## src/rtl/queue_pkg.sv

```systemverilog
// Shared types for the queue sensor decoder: FSM state encoding, default
// debounce length and the pure next-state function used by the top.
package queue_pkg;

   localparam int DEBOUNCE_CYCLES_DEF = 4;

   typedef enum logic [2:0] {
      IDLE     = 3'd0,
      ENT1     = 3'd1,
      ENT2     = 3'd2,
      ENT3     = 3'd3,
      EXT1     = 3'd4,
      EXT2     = 3'd5,
      EXT3     = 3'd6,
      WAIT_CLR = 3'd7
   } state_t;

   typedef struct packed {
      state_t next;
      logic   up;
      logic   down;
      logic   err;
   } fsm_out_t;

   // Exit states walk the same ladder as entry states with the sensors
   // swapped, so both directions share one set of rules on {p,q}.
   function automatic fsm_out_t fsm_step(input state_t s, input logic a, input logic b);
      fsm_out_t   o;
      logic       ext;
      logic [1:0] pq;
      state_t     s1, s2, s3;
      ext    = (s == EXT1) || (s == EXT2) || (s == EXT3);
      pq     = ext ? {b, a} : {a, b};
      s1     = ext ? EXT1 : ENT1;
      s2     = ext ? EXT2 : ENT2;
      s3     = ext ? EXT3 : ENT3;
      o.next = s;
      o.up   = 1'b0;
      o.down = 1'b0;
      o.err  = 1'b0;
      case (s)
         IDLE: begin
            case ({a, b})
               2'b10:   o.next = ENT1;
               2'b01:   o.next = EXT1;
               2'b11: begin
                  o.next = WAIT_CLR;
                  o.err  = 1'b1;
               end
               default: o.next = IDLE;
            endcase
         end
         ENT1, EXT1: begin
            case (pq)
               2'b11:   o.next = s2;
               2'b00:   o.next = IDLE;
               2'b01: begin
                  o.next = WAIT_CLR;
                  o.err  = 1'b1;
               end
               default: o.next = s;
            endcase
         end
         ENT2, EXT2: begin
            case (pq)
               2'b01:   o.next = s3;
               2'b10:   o.next = s1;
               2'b00: begin
                  o.next = WAIT_CLR;
                  o.err  = 1'b1;
               end
               default: o.next = s;
            endcase
         end
         ENT3, EXT3: begin
            case (pq)
               2'b00: begin
                  o.next = IDLE;
                  o.up   = ~ext;
                  o.down = ext;
               end
               2'b11:   o.next = s2;
               2'b10: begin
                  o.next = WAIT_CLR;
                  o.err  = 1'b1;
               end
               default: o.next = s;
            endcase
         end
         default: o.next = ({a, b} == 2'b00) ? IDLE : WAIT_CLR;
      endcase
      return o;
   endfunction

endpackage

```

## src/rtl/sensor_conditioner.sv

```systemverilog
// Two-flop synchronizer for one beam sensor, with an optional stability
// filter enabled by QUEUE_SENSOR_DEBOUNCE_EN.
module sensor_conditioner
   import queue_pkg::*;
#(
   parameter int DEBOUNCE_CYCLES = DEBOUNCE_CYCLES_DEF
) (
   input  logic clk,
   input  logic reset,
   input  logic raw,
   output logic filt
);

   logic meta, sync;

   always_ff @(posedge clk) begin
      if (reset) begin
         meta <= 1'b0;
         sync <= 1'b0;
      end else begin
         meta <= raw;
         sync <= meta;
      end
   end

`ifdef QUEUE_SENSOR_DEBOUNCE_EN
   localparam int CW = (DEBOUNCE_CYCLES < 2) ? 1 : $clog2(DEBOUNCE_CYCLES);

   logic [CW-1:0] cnt;

   // cnt counts consecutive cycles at a level different from filt; the
   // flip happens on the DEBOUNCE_CYCLES-th such cycle.
   always_ff @(posedge clk) begin
      if (reset) begin
         cnt  <= '0;
         filt <= 1'b0;
      end else if (sync == filt) begin
         cnt  <= '0;
      end else if (cnt == CW'(DEBOUNCE_CYCLES - 1)) begin
         cnt  <= '0;
         filt <= sync;
      end else begin
         cnt  <= cnt + 1'b1;
      end
   end
`else
   assign filt = sync;
`endif

endmodule

```

## src/rtl/queue_sensor_decoder.sv

```systemverilog
// Decodes a two-beam doorway into entry/exit/error pulses; the debounce
// stage is built only when QUEUE_SENSOR_DEBOUNCE_EN is defined.
module queue_sensor_decoder
   import queue_pkg::*;
#(
   parameter int DEBOUNCE_CYCLES = DEBOUNCE_CYCLES_DEF
) (
   input  logic clk,
   input  logic reset,
   input  logic sensor_a,
   input  logic sensor_b,
   output logic up,
   output logic down,
   output logic err,
   output logic busy
);

   logic     a_f, b_f;
   state_t   state;
   fsm_out_t nx;

   sensor_conditioner #(.DEBOUNCE_CYCLES(DEBOUNCE_CYCLES)) u_cond_a (
      .clk   (clk),
      .reset (reset),
      .raw   (sensor_a),
      .filt  (a_f)
   );

   sensor_conditioner #(.DEBOUNCE_CYCLES(DEBOUNCE_CYCLES)) u_cond_b (
      .clk   (clk),
      .reset (reset),
      .raw   (sensor_b),
      .filt  (b_f)
   );

   always_comb nx = fsm_step(state, a_f, b_f);

   // busy stays up through the completing pulse so a consumer sees one
   // contiguous window per transaction.
   always_ff @(posedge clk) begin
      if (reset) begin
         state <= IDLE;
         up    <= 1'b0;
         down  <= 1'b0;
         err   <= 1'b0;
         busy  <= 1'b0;
      end else begin
         state <= nx.next;
         up    <= nx.up;
         down  <= nx.down;
         err   <= nx.err;
         busy  <= (nx.next != IDLE) | nx.up | nx.down;
      end
   end

endmodule

```

## config.mk

```make
export PLATFORM = sky130hd
export DESIGN_NAME = queue_sensor_decoder
export DESIGN_NICKNAME = d
export VERILOG_FILES = /design/src/rtl/queue_pkg.sv /design/src/rtl/sensor_conditioner.sv /design/src/rtl/queue_sensor_decoder.sv
export SDC_FILE = /design/constraint.sdc
export NUM_CORES = 1
export LEC_CHECK = 0
export CAP_MARGIN = 0
export CORE_UTILIZATION = 35
export CTS_CLUSTER_DIAMETER = 120
export DETAILED_ROUTE_END_ITERATION = 10
export PLACE_DENSITY = 0.65
export SYNTH_ARGS = -nofsm -noshare
export SYNTH_HDL_FRONTEND = slang
export SYNTH_HIERARCHICAL = 1
export SYNTH_SLANG_ARGS = --single-unit
```

## constraint.sdc

```tcl
create_clock -name clk -period 1.3 [get_ports clk]
set_input_delay 0.39 -clock clk [delete_from_list [all_inputs] [get_ports clk]]
set_output_delay 0.39 -clock clk [all_outputs]
set_load 0.005 [all_outputs]
```

== After elaboration in Yosys (flattened, before gate mapping) ==
Index checks and enable logic that the tools add are counted.

* Equal/unequal tests: 12
* Multiplexer cells: 17
* Bitwise gates (word level): 3
* Reduce and logical (&&, ||, !) cells: 9

{| class="wikitable"
|+ Operators with widths
! operator !! number
|-
| 3-bit case mux with 3 select lines || 4
|-
| 3-bit two-way mux || 4
|-
| 3-bit case mux with 4 select lines || 1
|-
| 3-bit equality test (second input constant) || 3
|-
| 2-bit equality test (second input constant) || 4
|-
| 3-bit by 2-bit equality test with 1-bit output (second input constant) || 2
|-
| 2-bit two-way mux || 3
|-
| 2-bit OR reduction || 3
|-
| 2-bit by 1-bit equality test with 1-bit output (second input constant) || 2
|-
| 2-bit logical NOT || 2
|-
| 1-bit two-way mux || 4
|-
| 1-bit case mux with 4 select lines || 1
|-
| 3-bit by 1-bit equality test with 1-bit output (second input constant) || 1
|-
| 3-bit logical NOT || 1
|-
| 3-bit nonzero test || 1
|-
| 1-bit logical OR || 2
|-
| 1-bit OR || 2
|-
| 1-bit NOT || 1
|}

* Bits in registers: 11

== Longest topological paths before layout ==
Gate-level depths: netlist (run 1).

* Depth after elaboration: 10
* Depth in mapped cells: 6
* Depth with buffers taken out: 4

== By module ==
The synthesis (run 1) kept the hierarchy.

{| class="wikitable"
|+ Modules (own cells, without submodules)
! module !! times used !! cells each !! area each (um2) !! seq. area each (um2)
|-
| queue_sensor_decoder || 1 || 58 || 531.8 || 140.1
|-
| sensor_conditioner || 2 || 4 || 52.6 || 40.0
|}

== Least setup slack after synthesis (run 1) ==
Ideal clock, no wire load.

* Kind: register -> register
* Start point: register u_cond_a.sync (netlist: u_cond_a/filt)
* End point: register state[2]
* Arrival: 920 ps
* Path slack: 241 ps
* Cell stages (with the launch flop): 5
* Clock period less this slack: 1059 ps
* Cells stage by stage: dfxtp_1 -> buf_6 -> buf_6 -> o311ai_2 -> o221ai_1

* Longest elaborated chain between the ends: 4
* Elaborated cells on any way between the ends: 15
* Classes of those cells: eq/ne: 6; mux: 7; reduce/logical: 2

{| class="wikitable"
|+ RTL lines
! item !! line !! RTL
|-
| from (decl) || sensor_conditioner.sv:14 || <nowiki>logic meta, sync;</nowiki>
|-
| from (signal assigned) || sensor_conditioner.sv:22 || <nowiki>sync <= meta;</nowiki>
|-
| 2-bit two-way mux || queue_pkg.sv:33 || <nowiki>pq = ext ? {b, a} : {a, b};</nowiki>
|-
| 2-bit equality test (tied with other cells) || queue_pkg.sv:65, queue_pkg.sv:76 ||
|-
| 3-bit case mux with 3 select lines (on tied branches) || queue_pkg.sv:76, queue_pkg.sv:54, queue_pkg.sv:65 ||
|-
| 3-bit case mux with 4 select lines * || queue_pkg.sv:41 || <nowiki>case (s)</nowiki>
|-
| to (signal assigned) || queue_sensor_decoder.sv:48 || <nowiki>state <= nx.next;</nowiki>
|-
| to (decl) || queue_sensor_decoder.sv:19 || <nowiki>state_t state;</nowiki>
|}

Every way passes the cells marked *; elsewhere a longest branch is shown, timed or not.
A chain may end at the register's enable or synchronous reset.

== Worst setup path in the final report (run 1) ==
* Start point: register up
* End point: output up

{| class="wikitable"
|+ RTL lines
! item !! line !! RTL
|-
| from (decl) || queue_sensor_decoder.sv:12 || <nowiki>output logic up,</nowiki>
|-
| from (signal assigned) || queue_sensor_decoder.sv:49 || <nowiki>up <= nx.up;</nowiki>
|}

No word-level cell between the ends.

==> results of run 1 <==
sequential cells by signal (all words and copies together) (netlist names):
name           flops
up                 1
u_cond_a/meta      1
err                1
u_cond_b/filt      1
u_cond_b/meta      1
state              3
busy               1
down               1
u_cond_a/filt      1
final timing paths:
check                           depth (start not counted)     startpoint            end  slack [ns]
worst max-delay path                                    1             up             up        0.08
worst min-delay path                                    1  u_cond_a/meta  u_cond_a/filt        0.45
worst max register to register                          3       state[1]             up        0.11
worst min register to register                          1  u_cond_a/meta  u_cond_a/filt        0.45
cell families after synthesis:
group	after synthesis	synth area share [%]
flip-flops	11	34.58
AO/OA/AOI/OAI	19	23.18
buffers and inverters	9	13.56
AND/OR/NAND/NOR	24	24.56
XOR/XNOR	3	4.126
through the flow:
step | hold WS, ns | power [W]
finish | 0.4480 | 0.0007651
global route | 0.4603 | 0.0008104
global placement | 0.4190 | 0.0005392
CTS | 0.4547 | 0.0007771
floorplan | 0.4138 | 0.0004957
detailed placement | 0.4400 | 0.0005438
what timing repair did:
action,4_1_cts,5_1_grt
resized for setup,4,0
endpoints found under the setup margin,4,0
endpoints found under the hold margin,0,0
layout by cell type (no fill, tap or decap), types with 2 or more instances in the layout:
| cell type | instances |
|---|---|
| dfxtp_1 | 11 |
| buf_4 | 11 |
| a21oi_1 | 8 |
| nand2_1 | 5 |
| dlygate4sd2_1 | 4 |
| nor2b_1 | 4 |
| o21ai_0 | 3 |
| nor2_1 | 3 |
| xor2_1 | 3 |
| clkbuf_4 | 3 |
| clkdlybuf4s50_1 | 3 |
| nand2b_1 | 2 |
report_power, final:
group	switching, W	total (W)	internal [W]
sequential	0.0000182	0.000373	0.000354
combinational	0.0000730	0.000159	0.0000859
clock	0.000115	0.000234	0.000119
total	0.000206	0.000765	0.000559
cell type report:
| cell class | instances | area [sq um] | area share, % |
|---|---|---|---|
| multi-input combinational | 46 | 330.3 | 42.17 |
| sequential | 11 | 220.2 | 28.11 |
| timing repair buffer | 19 | 167.7 | 21.41 |
| inverter | 2 | 7.507 | 0.9585 |
| clock buffer | 4 | 26.28 | 3.355 |
| tap | 25 | 31.28 | 3.994 |
per-layer routing:
| layer | up-vias | routed length [um] | GRT usage (%) |
|---|---|---|---|
| li1 | 263 | - | - |
| met1 | 222 | 613 | 18.43 |
| met2 | 8 | 524 | 18.24 |
| met3 | 4 | 37 | 4.898 |
| met4 | 0 | 29 | 9.091 |
| met5 | - | 0 | 0 |
==> flow_metrics.py, run 1 <==
metrics = {
    "global_route": {
        "grt_pass1_vias": 402,
        "grt_start_max_net_pins": 17,
        "wire_length_of_the_first_global_routing_pass_mm": 1.890,
        "globalRoute.totalOverflow": 0,
        "track_usage_pct": 13.76,
        "grt_antenna_before_repair": 0,
    },
    "finish": {
        "postLayoutCoreUtil_pct": 45.86,
        "layout-area-overhead-vs-synth_pct": 22.99,
        "insertedDiodeCount": 0,
        "final.fill_count": 171,
        "layout.nets": 87,
        "stdcell_count": 107,
        "post_route_cells_drive_above_1_share_pct": 31.71,
        "postLayoutCellArea_sq_um": 783.3,
    },
    "sta": {
        "finalHoldViolations": 0,
        "layout_min_cycle_time_ns": 1.220,
        "final.period_utilization_pct": 93.88,
        "finalSetupViolations": 0,
        "unrepaired_setup_endpoints_after_global_routing": "no",
        "slew-limit-headroom_pct": 74.16,
        "slew_violations": 0,
        "worst_slack_ns": 0.07959,
        "final.setup_skew_ns": 0.002385,
        "worst_slew_pin_slew_ns": 0.3871,
        "timing.setup.tns_ns": 0,
        "timing.fmax_mhz": 819.4,
    },
    "synthesis": {
        "yosys-top-cells-area": "dfxtp_1, buf_6, a21oi_1",
        "synth-async-reset-ratio_pct": 0,
        "synth_most_common_cell": "dfxtp_1",
        "netlist_area_before_placement_sq_um": 636.9,
        "gate_count_of_the_mapped_netlist": 66,
        "dominantRegCellSynth": "dfxtp_1",
        "ys_seq_elements": 11,
        "ys_types": 29,
        "synth_largest_area_cell": "dfxtp_1",
        "postSynthNetCount": 70,
        "synth-edff-count": 0,
        "synth-warning-count": 6,
        "synth_largest_type_area_fraction_pct": 34.58,
        "netlist_top_cells_count": "dfxtp_1, a21oi_1, buf_6",
        "seq_area_frac_synth_pct": 34.58,
        "synth_area_per_cell_sq_um": 9.649,
    },
    "critical_path": {
        "worstPathBufferInverterCount": 1,
        "critPathMaxStageDelay_ns": 0.31,
        "setup_crit_path_kind": "flop to output pin",
        "worstPathArrival_ns": 0.83,
        "critical_path.cell_chain": "dlygate4sd2_1",
        "critPathLaunchType": "flop",
        "crit_path_max_fanout": 1,
        "cp-end-kind": "output pin",
        "crit_path_top_delay_cell": "dfxtp_1",
        "critical_path_required_ns": 0.91,
        "critical_path.top_delay_family": "flip-flops",
    },
    "min_path": {
        "timing.hold.worst.class": "flop to flop",
    },
    "place": {
        "io_buffer_count": 7,
        "dpl_cell_area_sq_um": 762.0,
        "gpl.final_weighted_congestion": 0.6920,
        "pre_cts_ws_ns": -0.06777,
        "dp_cells": 103,
        "detailed_place_hpwl_um": 877.7,
    },
    "detailed_routing": {
        "dr.first_iter.drc_count": 6,
        "drtPass1Iterations": 4,
        "routed_wl_mm": 1.205,
        "route.vias.total": 497,
        "antenna_left": 0,
        "post_drt_via_cell_ratio": 4.645,
        "routed_wire_length_per_instance_um": 11.26,
        "drcViolationCount": 0,
    },
    "power_and_ir_drop": {
        "power_density_nw_per_um2": 976.9,
        "worst_ir_drop_vdd_v": 0.0005189,
        "power_leakage_nw": 0.3079,
    },
    "floorplanning": {
        "dieWidth_um": 44.66,
        "start_util_pct": 37.29,
        "dieArea_sq_um": 1994,
        "die_y_extent_um": 44.66,
        "fp.coreArea_sq_um": 1708,
        "boundaryPins": 8,
        "rows": 15,
    },
    "clocking": {
        "clock_latency_on_the_worst_skew_pair_ns": 0.27,
        "cts-htree-levels": 1,
        "postCtsHoldBufs": 0,
        "tritoncts": "yes",
        "clockRootBuffer": "clkbuf_4",
        "numCtsBuffers": 3,
        "clock_path_buffers": 2,
        "post-cts-setup-buffers": 0,
        "clk_pin_slew_worst_paths_ns": 0.07,
        "cts.sink_count": 11,
    },
    "flow_run": {
        "timing.max_cap.violations": 0,
    },
    "outcome": {
        "status": "complete, no violations",
    },
}
(Power assumes the default switching activity.)
==> inputs of run 2 (changes only) <==
--- a/config.mk
+++ b/config.mk
@@ -9,6 +9,7 @@
 export CORE_UTILIZATION = 35
 export CTS_CLUSTER_DIAMETER = 120
 export DETAILED_ROUTE_END_ITERATION = 10
+export MAX_ROUTING_LAYER = met4
 export PLACE_DENSITY = 0.65
 export SYNTH_ARGS = -nofsm -noshare
 export SYNTH_HDL_FRONTEND = slang
==> run 2 against run 1 <==
Routed wire length is the same. Count of clock-buffer cells in the layout is the same. Via count is the same.
==> flow_metrics.py, run 2 (synthesis gave the netlist of run 1 again) <==
metrics = {
    "outcome": {
        "status": "complete, no violations",
    },
    "place": {
        "dpl_cell_area_sq_um": 762.0,
        "io_buffer_count": 7,
        "gpl.final_weighted_congestion": 0.6994,
        "detailed_place_hpwl_um": 877.7,
    },
    "sta": {
        "slew_violations": 0,
        "finalHoldViolations": 0,
        "unrepaired_setup_endpoints_after_global_routing": "no",
        "whs_ns": 0.4480,
        "worst_slew_pin_slew_ns": 0.3871,
        "layout_min_cycle_time_ns": 1.220,
        "slew-limit-headroom_pct": 74.16,
        "final.setup_skew_ns": 0.002344,
        "timing.fmax_mhz": 819.3,
        "finalSetupViolations": 0,
        "final.period_utilization_pct": 93.88,
    },
    "power_and_ir_drop": {
        "power_density_nw_per_um2": 976.9,
        "worst_ir_drop_vdd_v": 0.0005190,
        "power_leakage_nw": 0.3079,
    },
    "finish": {
        "largest_register_ffs": 3,
        "insertedDiodeCount": 0,
        "layout-area-overhead-vs-synth_pct": 22.99,
        "postLayoutCoreUtil_pct": 45.86,
        "mostFrequentLayoutCells": "dfxtp_1, buf_4, a21oi_1",
        "top_register": "state",
        "final.fill_count": 171,
        "postLayoutCellArea_sq_um": 783.3,
        "post_route_cells_drive_above_1_share_pct": 31.71,
        "layout.nets": 87,
    },
    "min_path": {
        "timing.hold.worst.class": "flop to flop",
        "whs_path_depth": 1,
    },
    "detailed_routing": {
        "route.vias.total": 497,
        "post_drt_via_cell_ratio": 4.645,
        "antenna_left": 0,
        "routed_wire_length_per_instance_um": 11.26,
        "routed_wl_mm": 1.205,
        "drcViolationCount": 0,
        "dr.first_iter.drc_count": 6,
        "drtPass1Iterations": 4,
    },
    "floorplanning": {
        "boundaryPins": 8,
        "dieWidth_um": 44.66,
        "rows": 15,
        "start_util_pct": 37.29,
        "fp.coreArea_sq_um": 1708,
        "dieArea_sq_um": 1994,
        "die_y_extent_um": 44.66,
    },
    "critical_path": {
        "crit_path_top_delay_cell": "dfxtp_1",
        "reg2regPathDepth": 3,
        "cp-end-kind": "output pin",
        "setup.worst_path.end": "up",
        "critical_path.reg2reg.startpoint": "state[1]",
        "critical_path.top_delay_family": "flip-flops",
        "setup_crit_path_kind": "flop to output pin",
        "reg2reg_setup_slack_ns": 0.11,
        "critical_path_depth": 1,
        "critical_path.cell_chain": "dlygate4sd2_1",
        "worstPathArrival_ns": 0.83,
        "worstPathBufferInverterCount": 1,
        "rr_endpoint": "up",
        "critical_path_required_ns": 0.91,
        "crit_path_max_fanout": 1,
        "worstSetupStartpoint": "up",
        "critPathLaunchType": "flop",
        "critPathMaxStageDelay_ns": 0.31,
    },
    "global_route": {
        "grt_start_max_net_pins": 17,
        "track_usage_pct": 14.17,
        "grt_pass1_vias": 402,
        "grt_antenna_before_repair": 0,
        "globalRoute.totalOverflow": 0,
        "wire_length_of_the_first_global_routing_pass_mm": 1.897,
    },
    "clocking": {
        "clock_latency_on_the_worst_skew_pair_ns": 0.27,
        "numCtsBuffers": 3,
        "clk_pin_slew_worst_paths_ns": 0.07,
        "clockRootBuffer": "clkbuf_4",
        "cts.sink_count": 11,
        "cts-htree-levels": 1,
        "clock_path_buffers": 2,
        "post-cts-setup-buffers": 0,
        "tritoncts": "yes",
    },
    "flow_run": {
        "timing.max_cap.violations": 0,
    },
}
run 2: metrics by stage:
step	power (W)	setup WS (ns)	instances	TNS, ns
after floorplan	0.0004957	0.2413	66	0
after global placement	0.0005392	-0.01979	103	-0.04358
after detailed placement	0.0005438	-0.06777	103	-0.1329
after CTS	0.0007771	0.07713	107	0
after global routing	0.0008104	0.003297	107	0
final	0.0007652	0.07951	107	0
run 2: how the worst min path moves through the flow:
stage | endpoint | start
after floorplan | u_cond_a/filt | u_cond_a/meta
after global placement | u_cond_a/filt | u_cond_a/meta
after detailed placement | u_cond_a/filt | u_cond_a/meta
after CTS | u_cond_a/filt | u_cond_a/meta
after global routing | u_cond_a/filt | u_cond_a/meta
final | u_cond_a/filt | u_cond_a/meta
run 2: area by class of cell:
type	instances	area [sq um]	area share (%)
multi-input cells	46	330.3	42.17
flip-flops and latches	11	220.2	28.11
repair buffers	19	167.7	21.41
well taps	25	31.28	3.994
clock buffers	4	26.28	3.355
inverters	2	7.507	0.9585
run 2: routing by layer:
metal / track usage (%) / vias to the layer above / wire (um)
met4: 9.091 / 0 / 29
met2: 18.24 / 8 / 524
met3: 4.898 / 4 / 37
met1: 18.43 / 222 / 613
li1: - / 263 / -
met5: - / - / 0
run 2: repair_timing:
action                     CTS  global route
gates resized for setup      4             0
hold buffers                 0             0
setup endpoints to repair    4             0
run 2: worst reg2reg max path: cells and delay by family, from the launching register on:
| kind | cells | cell delay (ns) |
|---|---|---|
| DFF | 1 | 0.56 |
| and+or+nand+nor | 2 | 0.34 |
| buffers and inverters | 1 | 0.20 |
run 2: power by group:
group          total (W)  leakage (nW)  internal (W)  switching [W]
logic           0.000159         0.203     0.0000859      0.0000730
clock network   0.000234        0.0150      0.000119       0.000115
registers       0.000373        0.0901      0.000354      0.0000182
==> inputs of run 3 (changes only) <==
--- a/config.mk
+++ b/config.mk
@@ -10,7 +10,7 @@
 export CTS_CLUSTER_DIAMETER = 120
 export DETAILED_ROUTE_END_ITERATION = 10
 export MAX_ROUTING_LAYER = met4
-export PLACE_DENSITY = 0.65
+export PLACE_DENSITY = 0.67
 export SYNTH_ARGS = -nofsm -noshare
 export SYNTH_HDL_FRONTEND = slang
 export SYNTH_HIERARCHICAL = 1
==> constraint.sdc (replaced) <==
create_clock -name clk -period 1 [get_ports clk]
set_input_delay 0.3 -clock clk [delete_from_list [all_inputs] [get_ports clk]]
set_output_delay 0.3 -clock clk [all_outputs]
set_load 0.005 [all_outputs]
==> run 3 against run 2 <==
The flow now finishes with violations (setup timing). Non-clock buffer count is 3 higher. Utilization grew 4.7 points. Sequential cell count stayed put. Largest cell class unchanged.
==> flow_metrics.py, run 3 (synthesis gave the netlist of run 1 again) <==
metrics = {
    "clocking": {
        "cts.sink_count": 11,
        "clock_path_buffers": 2,
        "tritoncts": "yes",
        "postCtsHoldBufs": 0,
        "numCtsBuffers": 3,
        "cts-htree-levels": 1,
        "clk_pin_slew_worst_paths_ns": 0.07,
        "clock_latency_on_the_worst_skew_pair_ns": 0.27,
        "clockRootBuffer": "clkbuf_4",
    },
    "global_route": {
        "globalRoute.totalOverflow": 0,
        "grt_pass1_vias": 526,
        "track_usage_pct": 16.72,
        "grt_start_max_net_pins": 14,
        "wire_length_of_the_first_global_routing_pass_mm": 2.277,
        "grt_antenna_before_repair": 0,
    },
    "sta": {
        "unrepaired_setup_endpoints_after_global_routing": "yes",
        "finalHoldViolations": 0,
        "layout_min_cycle_time_ns": 1.108,
        "final.setup_skew_ns": 0.006243,
        "timing.setup.tns_ns": -0.2828,
        "worst_slew_pin_slew_ns": 0.2320,
        "worst_slack_ns": -0.1082,
        "slew-limit-headroom_pct": 84.53,
        "slew_violations": 0,
        "finalSetupViolations": 5,
        "final.period_utilization_pct": 110.8,
        "timing.fmax_mhz": 902.4,
    },
    "finish": {
        "insertedDiodeCount": 0,
        "largest_register_ffs": 3,
        "mostFrequentLayoutCell": "buf_4",
        "mostFrequentLayoutCells": "buf_4, dfxtp_1, a21oi_1",
        "top_register": "state",
        "post_route_cells_drive_above_1_share_pct": 50.59,
        "layout-area-overhead-vs-synth_pct": 35.56,
        "layout.nets": 90,
    },
    "outcome": {
        "failed_checks": "setup timing",
        "status": "finished, violations left",
    },
    "floorplanning": {
        "boundaryPins": 8,
        "fp.coreArea_sq_um": 1708,
        "start_util_pct": 37.29,
        "dieWidth_um": 44.66,
        "dieArea_sq_um": 1994,
        "rows": 15,
        "die_y_extent_um": 44.66,
    },
    "critical_path": {
        "crit_path_top_delay_cell": "dfxtp_4",
        "critical_path.cell_chain": "buf_6 -> nor2_4 -> nand2_2 -> a21o_2 -> a41oi_2",
        "critPathLaunchType": "flop",
        "worstPathBufferInverterCount": 1,
        "critPathMaxStageDelay_ns": 0.38,
        "critical_path_required_ns": 1.19,
        "cp-end-kind": "flop",
        "critical_path.top_delay_family": "flip-flops",
        "crit_path_max_fanout": 6,
        "worstPathArrival_ns": 1.30,
        "setup_crit_path_kind": "flop to flop",
    },
    "detailed_routing": {
        "route.vias.total": 540,
        "drcViolationCount": 0,
        "routed_wire_length_per_instance_um": 12.48,
        "post_drt_via_cell_ratio": 4.909,
        "dr.first_iter.drc_count": 7,
        "drtPass1Iterations": 4,
        "antenna_left": 0,
        "routed_wl_mm": 1.373,
    },
    "place": {
        "gpl.final_weighted_congestion": 0.7578,
        "io_buffer_count": 7,
        "detailed_place_hpwl_um": 947.5,
    },
    "min_path": {
        "timing.hold.worst.class": "input port to flop",
    },
    "power_and_ir_drop": {
        "worst_ir_drop_vdd_v": 0.0008255,
        "totalPowerFinal_w": 0.001046,
        "power_leakage_nw": 0.3292,
        "power_density_nw_per_um2": 1211,
    },
    "flow_run": {
        "timing.max_cap.violations": 0,
    },
}
[run 3: changes by cell type in the layout (fill, tap and decap cells not counted), sizes merged]
cell | before | now
dlygate4sd2 | 4 | 0
buf | 12 | 19
clkdlybuf4s50 | 3 | 2
dlymetal6s2s | 0 | 1
[run 3: cell type report]
class                      instances  area, sq um
multi-input combinational         46        367.9
sequential                        11        235.2
inverter                           2        10.01
tap                               25        31.28
fill                             167        844.6
clock buffer                       4        26.28
timing repair buffer              22        192.7
[run 3: power breakdown]
group	leakage [nW]	switching [W]	internal, W	total, W
Clock	0.0150	0.000146	0.000154	0.000301
Sequential	0.0929	0.0000341	0.000458	0.000492
Combinational	0.221	0.000112	0.000141	0.000253
[run 3: through the flow]
stage | util, % | worst slack [ns] | hold WS [ns] | area, sq um | cells
floorplan | - | -0.05874 | 0.3633 | 636.9 | 66
global placement | 45.49 | -0.2287 | 0.4201 | 777.0 | 105
detailed placement | 45.49 | -0.2539 | 0.4283 | 777.0 | 105
CTS | 48.94 | -0.07749 | 0.4388 | 835.8 | 109
global route | 50.55 | -0.1305 | 0.4408 | 863.3 | 110
finish | 50.55 | -0.1082 | 0.4089 | 863.3 | 110
[run 3: final timing paths]
check	start	end	slack, ns	cells after the start
worst max-delay path	state[0]	state[1]	-0.11	5
worst min-delay path	reset	state[0]	0.41	3
worst max register to register	state[0]	state[1]	-0.11	5
worst min register to register	u_cond_a/meta	u_cond_a/filt	0.44	1
[run 3: timing repair]
item / 4_1_cts / 5_1_grt
endpoints found under the setup margin: 11 / 9
gates cloned: 0 / 0
setup buffers: 0 / 1
pin swaps: 1 / 4
resized for setup: 32 / 5
[run 3: worst min-delay path, delay by kind of cell]
| family | cells | cell delay, ns |
|---|---|---|
| buffers and inverters | 2 | 0.30 |
| AO/OA/AOI/OAI | 1 | 0.04 |
[run 3: per-layer routing]
layer | global-route usage (%) | vias to the layer above | share of wire, %
met1 | 18.07 | 256 | 42
met3 | 6.531 | 4 | 4.7
met4 | 7.879 | 0 | 2.2
met5 | - | - | 0
li1 | - | 267 | -
met2 | 26.76 | 13 | 51
